==> config.mk <==
export PLATFORM = sky130hd
export DESIGN_NAME = uart_rx_ctrl
export DESIGN_NICKNAME = d
export VERILOG_FILES = /design/src/rtl/uart_pkg.sv /design/src/rtl/sync_2ff.sv /design/src/rtl/uart_rx_ctrl.sv
export SDC_FILE = /design/constraint.sdc
export NUM_CORES = 1
export LEC_CHECK = 0
export ABC_AREA = 1
export ABC_CLOCK_PERIOD_IN_PS = 1700
export CAP_MARGIN = 10
export CORE_ASPECT_RATIO = 0.9
export CORE_MARGIN = 8
export CORE_UTILIZATION = 41
export DETAILED_ROUTE_END_ITERATION = 7
export PLACE_DENSITY = 0.66
export SETUP_SLACK_MARGIN = 0.3
export SKIP_LAST_GASP = 1
export SYNTH_ARGS = -nofsm -noshare
export SYNTH_HDL_FRONTEND = slang
export SYNTH_SLANG_ARGS = --single-unit
==> constraint.sdc <==
create_clock -name clk -period 1.7 [get_ports clk]
set_clock_uncertainty 0.15 [all_clocks]
set_input_delay 0.34 -clock clk [delete_from_list [all_inputs] [get_ports clk]]
set_output_delay 0.34 -clock clk [all_outputs]
set_load 0.005 [all_outputs]
==> src/rtl/uart_pkg.sv <==
// Shared definitions for the UART receive path: default framing parameters
// and the receiver FSM state encoding.
package uart_pkg;

    localparam int OVERSAMPLE_DEF = 16;
    localparam int DATA_BITS_DEF  = 8;

    typedef enum logic [2:0] {
        IDLE,
        START,
        DATA,
        STOP,
        BREAK
    } rx_state_e;

endpackage

==> src/rtl/sync_2ff.sv <==
// Two-flop synchronizer for a single asynchronous input bit. The reset value
// is a parameter so that idle-high lines come out of reset in their idle level.
module sync_2ff #(
    parameter logic RESET_VAL = 1'b0
) (
    input  logic clk,
    input  logic reset,
    input  logic d,
    output logic q
);

    logic meta;

    // Two back-to-back flops; q is the metastability-filtered copy of d.
    always_ff @(posedge clk) begin
        if (reset) begin
            meta <= RESET_VAL;
            q    <= RESET_VAL;
        end else begin
            meta <= d;
            q    <= meta;
        end
    end

endmodule

==> src/rtl/uart_rx_ctrl.sv <==
// UART receive controller (8N1). Detects the start bit on the oversampled,
// synchronized line, samples each data bit at its midpoint and emits one
// shift_en pulse per bit, then a done or frame_err pulse on the stop bit.
// All state only moves on baud_tick cycles; pulses last one clk.
module uart_rx_ctrl
    import uart_pkg::*;
#(
    parameter int OVERSAMPLE = OVERSAMPLE_DEF,
    parameter int DATA_BITS  = DATA_BITS_DEF
) (
    input  logic       clk,
    input  logic       reset,
    input  logic       baud_tick,
    input  logic       rx,
    output logic       shift_en,
    output logic       sample_bit,
    output logic [3:0] bit_cnt,
    output logic       busy,
    output logic       done,
    output logic       frame_err
);

    localparam int            TW         = $clog2(OVERSAMPLE);
    localparam logic [TW-1:0] TICK_LAST  = TW'(OVERSAMPLE - 1);
    localparam logic [TW-1:0] TICK_HALF  = TW'(OVERSAMPLE / 2 - 1);
    localparam logic [3:0]    BIT_FINAL  = 4'(DATA_BITS - 1);

    logic          rx_sync;
    rx_state_e     state,      state_nxt;
    logic [TW-1:0] tick_cnt,   tick_nxt;
    logic [3:0]    bit_nxt;
    logic          sample_nxt;
    logic          shift_nxt;
    logic          done_nxt;
    logic          ferr_nxt;

    sync_2ff #(
        .RESET_VAL (1'b1)
    ) u_rx_sync (
        .clk   (clk),
        .reset (reset),
        .d     (rx),
        .q     (rx_sync)
    );

    // Next-state and next-output logic; nothing moves without a baud tick.
    always_comb begin
        state_nxt  = state;
        tick_nxt   = tick_cnt;
        bit_nxt    = bit_cnt;
        sample_nxt = sample_bit;
        shift_nxt  = 1'b0;
        done_nxt   = 1'b0;
        ferr_nxt   = 1'b0;
        if (baud_tick) begin
            case (state)
                IDLE: begin
                    if (!rx_sync) begin
                        state_nxt = START;
                        tick_nxt  = '0;
                    end
                end
                START: begin
                    // Re-check the line half a bit in; a high level here is a glitch.
                    if (tick_cnt == TICK_HALF) begin
                        tick_nxt  = '0;
                        bit_nxt   = '0;
                        state_nxt = rx_sync ? IDLE : DATA;
                    end else begin
                        tick_nxt = tick_cnt + 1'b1;
                    end
                end
                DATA: begin
                    if (tick_cnt == TICK_LAST) begin
                        tick_nxt   = '0;
                        shift_nxt  = 1'b1;
                        sample_nxt = rx_sync;
                        bit_nxt    = bit_cnt + 1'b1;
                        if (bit_cnt == BIT_FINAL) begin
                            state_nxt = STOP;
                        end
                    end else begin
                        tick_nxt = tick_cnt + 1'b1;
                    end
                end
                STOP: begin
                    if (tick_cnt == TICK_LAST) begin
                        tick_nxt = '0;
                        if (rx_sync) begin
                            done_nxt  = 1'b1;
                            state_nxt = IDLE;
                        end else begin
                            ferr_nxt  = 1'b1;
                            state_nxt = BREAK;
                        end
                    end else begin
                        tick_nxt = tick_cnt + 1'b1;
                    end
                end
                BREAK: begin
                    // Wait out a held-low line before arming start detection again.
                    if (rx_sync) begin
                        state_nxt = IDLE;
                    end
                end
                default: begin
                    state_nxt = IDLE;
                end
            endcase
        end
    end

    // State, counters and registered outputs.
    always_ff @(posedge clk) begin
        if (reset) begin
            state      <= IDLE;
            tick_cnt   <= '0;
            bit_cnt    <= '0;
            sample_bit <= 1'b0;
            shift_en   <= 1'b0;
            done       <= 1'b0;
            frame_err  <= 1'b0;
            busy       <= 1'b0;
        end else begin
            state      <= state_nxt;
            tick_cnt   <= tick_nxt;
            bit_cnt    <= bit_nxt;
            sample_bit <= sample_nxt;
            shift_en   <= shift_nxt;
            done       <= done_nxt;
            frame_err  <= ferr_nxt;
            busy       <= (state_nxt != IDLE);
        end
    end

endmodule

; Yosys cells after proc, flatten, opt, wreduce, memory -nomap -nowiden
; Index checks and enable logic that the tools add are counted.
[classes]
n_addsub = 2
n_mul = 0
n_div = 0
order_cmp = 0
n_eq_ne = 10
shift = 0
n_mux = 20
bitwise_logic = 4
reduce_logical = 10
[ops]
columns = operator, n
row1 = 3-bit two-way mux, 8
row2 = 4-bit two-way mux, 5
row3 = 3-bit case mux with 5 select lines, 1
row4 = 4-bit case mux with 3 select lines, 1
row5 = 4-bit by 1-bit adder with 4-bit output (second input constant), 2
row6 = 4-bit by 3-bit equality test with 1-bit output (second input constant), 2
row7 = 4-bit case mux with 2 select lines, 1
row8 = 3-bit by 2-bit equality test with 1-bit output (second input constant), 2
row9 = 2-bit != test (second input constant), 3
row10 = 3-bit AND reduction, 2
row11 = 3-bit nonzero test, 2
row12 = 4-bit equality test (second input constant), 1
row13 = 1-bit inverter, 4
row14 = 4-bit AND reduction, 1
row15 = 4-bit OR reduction, 1
row16 = 3-bit by 1-bit equality test with 1-bit output (second input constant), 1
row17 = 3-bit equality test (second input constant), 1
row18 = 3-bit logical NOT, 1
row19 = 1-bit two-way mux, 3
row20 = 3-bit OR reduction, 1
row21 = 2-bit two-way mux, 1
row22 = 2-bit nonzero test, 1
row23 = 2-bit OR reduction, 1
[totals]
register_bits = 18
latch_bits = 0
mem_bits_rw = 0
romBits = 0
input_bits = 4
out_inout_bits = 9
memories = 0

; Logic depth before layout (Yosys ltp)
[logic_depth]
ltp_word = 6
depth_mapped = 10
mapped_depth_nobuf = 10

; Modules after synthesis
; From an unflattened synthesis, not the netlist that was laid out.
[unflattened]
hier_cells = 125
area_unflattened_um2 = 938.4
[by_module_without_submodules]
columns = module, instances, cells_each, area_per_inst_um2, seq_area_each_um2
row1 = uart_rx_ctrl, 1, 118, 879.6, 320.3
row2 = sync_2ff, 1, 7, 58.8, 40.0

; Least setup slack after synthesis
; No wires, ideal clock.
[synth_timing]
path_type = flip-flop to flip-flop
start = register tick_cnt[0]
end = register bit_cnt[0]
setup_ns = 0.115
arrival_ns = 1.206
t_required_ns = 1.435
setup_slack_ns = 0.229
stages_incl_launch_ff = 9
n_path_buf = 0
period_less_slack_ns = 1.471
cell_sequence = dfxtp_1 ha_1 nand2_1 nor2_1 nor2_4 nor2_8 nand2_4 xor2_1 nor2_1
[synth_via]
elab_chain_cells = 3
elab_cells_between_ends = 5
classes_between = eq/ne (4) / reduce/logical (1)
[synth_lines]
columns = item, line
row1 = from (decl), uart_rx_ctrl.sv:30  ; logic [TW-1:0] tick_cnt, tick_nxt;
row2 = from (signal assigned), uart_rx_ctrl.sv:126  ; tick_cnt <= tick_nxt;
row3 = 4-bit equality test / 4-bit by 3-bit equality test with 1-bit output (equally long branches), "uart_rx_ctrl.sv:74, uart_rx_ctrl.sv:65"
row4 = 2-bit != test (no source line), n/a
row5 = 4-bit AND reduction (no source line) *, n/a
row6 = to (signal assigned), uart_rx_ctrl.sv:127  ; bit_cnt <= bit_nxt;
row7 = to (decl), uart_rx_ctrl.sv:17  ; output logic [3:0] bit_cnt,
; Every way passes the cells marked *; elsewhere a longest branch is shown, timed or not.
; A chain may end at the register's enable or synchronous reset.

; Worst setup path in the final report
; Ends and elaborated chain as after synthesis.

==> results.toml <==
[routing]
routed_wl_um = 2110
wl_per_cell_um = 12.0
drtPass1Iterations = 4
final_antenna_net_count = 0
drt_iter0_drc = 41
avgViaCountPerCell = 5.03
vias = 886
drc = 0

[synth]
synth_nets = 130
ys_top_cells_by_area = "dfxtp_1, nand2_1, nand3_1, nor2_1, a21oi_1"
ys_types = 28
netlist_area_um2 = 927
postSynthCellCount = 124
yosysWarningCount = 0
synth_top_cell_area_share_pct = 38.9
ys_seq_area_share_pct = 38.9
synth_top_cell_by_area = "dfxtp_1"
ys_ff_latch = 18
synth.avg_cell_area_um2 = 7.48

[grt]
grt_overflow = 0
grt_pass1_vias = 775
antenna_found_initial = 0
grt_use_total_pct = 10.2
grt_pass1_wl_um = 3270
grt_max_degree = 11

[final_layout]
finalCoreUtilization_pct = 59.3
regArea_um2 = 375
syn_to_final_growth_pct = 38.2
layout-drive-gt1-share_pct = 39.6
layout.nets = 156
multiInputGateArea_um2 = 578
antenna-diode-count = 0
fill_cells = 182

[worst_setup_path]
critical-path-slowest-cell = "dfxtp_4"
critical_path_class = "reg -> reg"
critical_path_arrival_ns = 1.53
timing.rr.end = "bit_cnt[0]"
cp_cell_sequence = "ha_4 > nand2_4 > nor2_4 > nor2_4 > nor2_8 > nand2_4 > xor2_1 > nor2_1"
reg2reg_depth = 8
max_stage_delay_ns = 0.38
endpoint_kind = "register"
r2r_setup_slack_ns = 0.21
cp-start-kind = "register"
worstPathRequired_ns = 1.74
r2r-start = "tick_cnt[0]"
crit_path_end = "bit_cnt[0]"
crit_start = "tick_cnt[0]"
worstPathMaxFanout = 5

[floorplanning]
initial_core_util_pct = 42.9
ios = 13
die_w_um = 66.1
die_height_um = 61.1
coreArea_um2 = 2160
die_area_um2 = 4040
rows = 16

[pwr]
powerDensity_nw_per_um2 = 586
vdd_drop_max_uv = 369
p_comb_share_pct = 8.6
power_leakage_nw = 0.586
internal-power_uw = 582
power.switching_uw = 169
switching_share_pct = 22.5
power.share.clock_pct = 34.4
pwr-share-seq_pct = 57.0

[run_status]
status = "finished clean"

[clock_network]
cts-root-buf = "clkbuf_4"
clk-insertion-delay-late_ns = 0.29
h-tree-depth = 1
clkSinkCount = 18
tritoncts = "yes"
numCtsBuffers = 3
holdBufCountCts = 0
clockBufferDepth = 2
cts.clk_slew.worst_paths_ns = 0.10

[placed_design]
dp_worst_setup_slack_ns = -0.0340
dp_hpwl_um = 1490
routabilityCongestion = 0.951
io_buffers = 12

[sta]
period_needed_ns = 1.49
maxSlewViolCount = 0
tns_ns = 0
max_freq_mhz = 670
rsz0062_at_grt = "true"
setup_ws_ns = 0.207
period_share_pct = 87.8
setup_violations = 0
tightestPinTransition_ns = 0.277
finalHoldViolCount = 0
maxSlewHeadroom_pct = 81.5

[worst_hold_path]
hp-class = "reg -> reg"

[job]
drv_cap = 0
==> routing by layer <==
layer | track usage, % | up-vias | part of all wire (%)
met5 | 0 | - | 0
met4 | 2.13 | 0 | 0.19
met3 | 4.36 | 2 | 6.9
met2 | 15.7 | 28 | 45
met1 | 12.8 | 407 | 48
li1 | - | 449 | -
==> cell type report <==
| cell class | instances | area share, % |
|---|---|---|
| Clock buffer | 4 | 2.83 |
| Tap cell | 27 | 2.64 |
| Timing Repair Buffer | 23 | 16.1 |
| Multi-Input combinational cell | 91 | 45.1 |
| Inverter | 13 | 4.00 |
| Sequential cell | 18 | 29.3 |
==> worst max-delay path, delay by kind of cell (launching register included) <==
family        cells  cell delay [ns]
fa+ha+maj         1             0.18
simple gates      6             0.52
xor+xnor          1             0.16
flops             1             0.38
==> worst min path at each step <==
stage / startpoint / to / slack (ns) / depth (start not counted)
after floorplan: u_rx_sync.meta / u_rx_sync.q / 0.24 / 1
after global placement: u_rx_sync.meta / u_rx_sync.q / 0.24 / 1
after global routing: u_rx_sync.meta / u_rx_sync.q / 0.29 / 1
after CTS: u_rx_sync.meta / u_rx_sync.q / 0.27 / 1
final: u_rx_sync.meta / u_rx_sync.q / 0.27 / 1
after detailed placement: u_rx_sync.meta / u_rx_sync.q / 0.24 / 1
==> sequential cells by signal, summed over array words and instances (netlist names) <==
name            flops
bit_cnt             4
tick_cnt            4
state               3
busy                1
done                1
frame_err           1
sample_bit          1
shift_en            1
u_rx_sync.meta      1
u_rx_sync.q         1
==> logic make-up (layout without fill, tap and decap cells) <==
family	count (synthesis)	in the layout	share of synthesized area (%)
buffers and inverters	15	40	6.21
adders and majority gates	2	2	2.70
and+or+nand+nor	71	71	39.7
DFF	18	18	38.9
AOI/OAI and AO/OA	14	14	8.77
xor gates and xnor gates	4	4	3.78
==> cell usage after synthesis, drive strengths merged <==
| cell | instances |
|---|---|
| or2 | 2 |
| o21ai | 4 |
| a21oi | 8 |
| a31oi | 1 |
| xor2 | 2 |
| nand3 | 12 |
| nor3 | 2 |
| nand4 | 2 |
| nand2 | 32 |
| xnor2 | 2 |
| and3b | 1 |
| clkbuf | 1 |
| dfxtp | 18 |
| ha | 2 |
| buf | 1 |
| inv | 13 |
| nor2 | 20 |
| o21bai | 1 |
==> cell usage in the layout (no fill, tap or decap), drive strengths merged <==
cell type      count
nor3               2
o21ai              4
inv               13
clkbuf             4
nand4              2
clkdlybuf4s15      4
nand2             32
o21bai             1
dlymetal6s2s       2
a21oi              8
xnor2              2
nand3             12
a31oi              1
dlygate4sd2        4
nor2              20
clkdlybuf4s50      2
dfxtp             18
xor2               2
buf               11
ha                 2
and3b              1
or2                2
==> power groups by stage <==
stage	Combinational (mW)	Clock (mW)	Sequential, mW
final	0.0646	0.258	0.429
after global routing	0.0708	0.289	0.429
after CTS	0.0616	0.268	0.428
after detailed placement	0.0608	0	0.440
after global placement	0.0606	0	0.440
after floorplan	0.0392	0	0.439
==> what timing repair did <==
item,4_1_cts,5_1_grt
setup endpoints to repair,18,18
pin swaps,9,9
gates resized for setup,20,18
buffers inserted,7,1
==> per-stage QoR <==
step | hold WS [ns] | cell area [um2] | power [mW] | instances
after floorplan | 0.239 | 950 | 0.478 | 124
after global placement | 0.243 | 1120 | 0.501 | 164
after detailed placement | 0.245 | 1120 | 0.501 | 164
after CTS | 0.269 | 1230 | 0.758 | 175
after global routing | 0.291 | 1280 | 0.789 | 176
final | 0.267 | 1280 | 0.751 | 176
No activity file was read; power rests on OpenSTA's default activity.
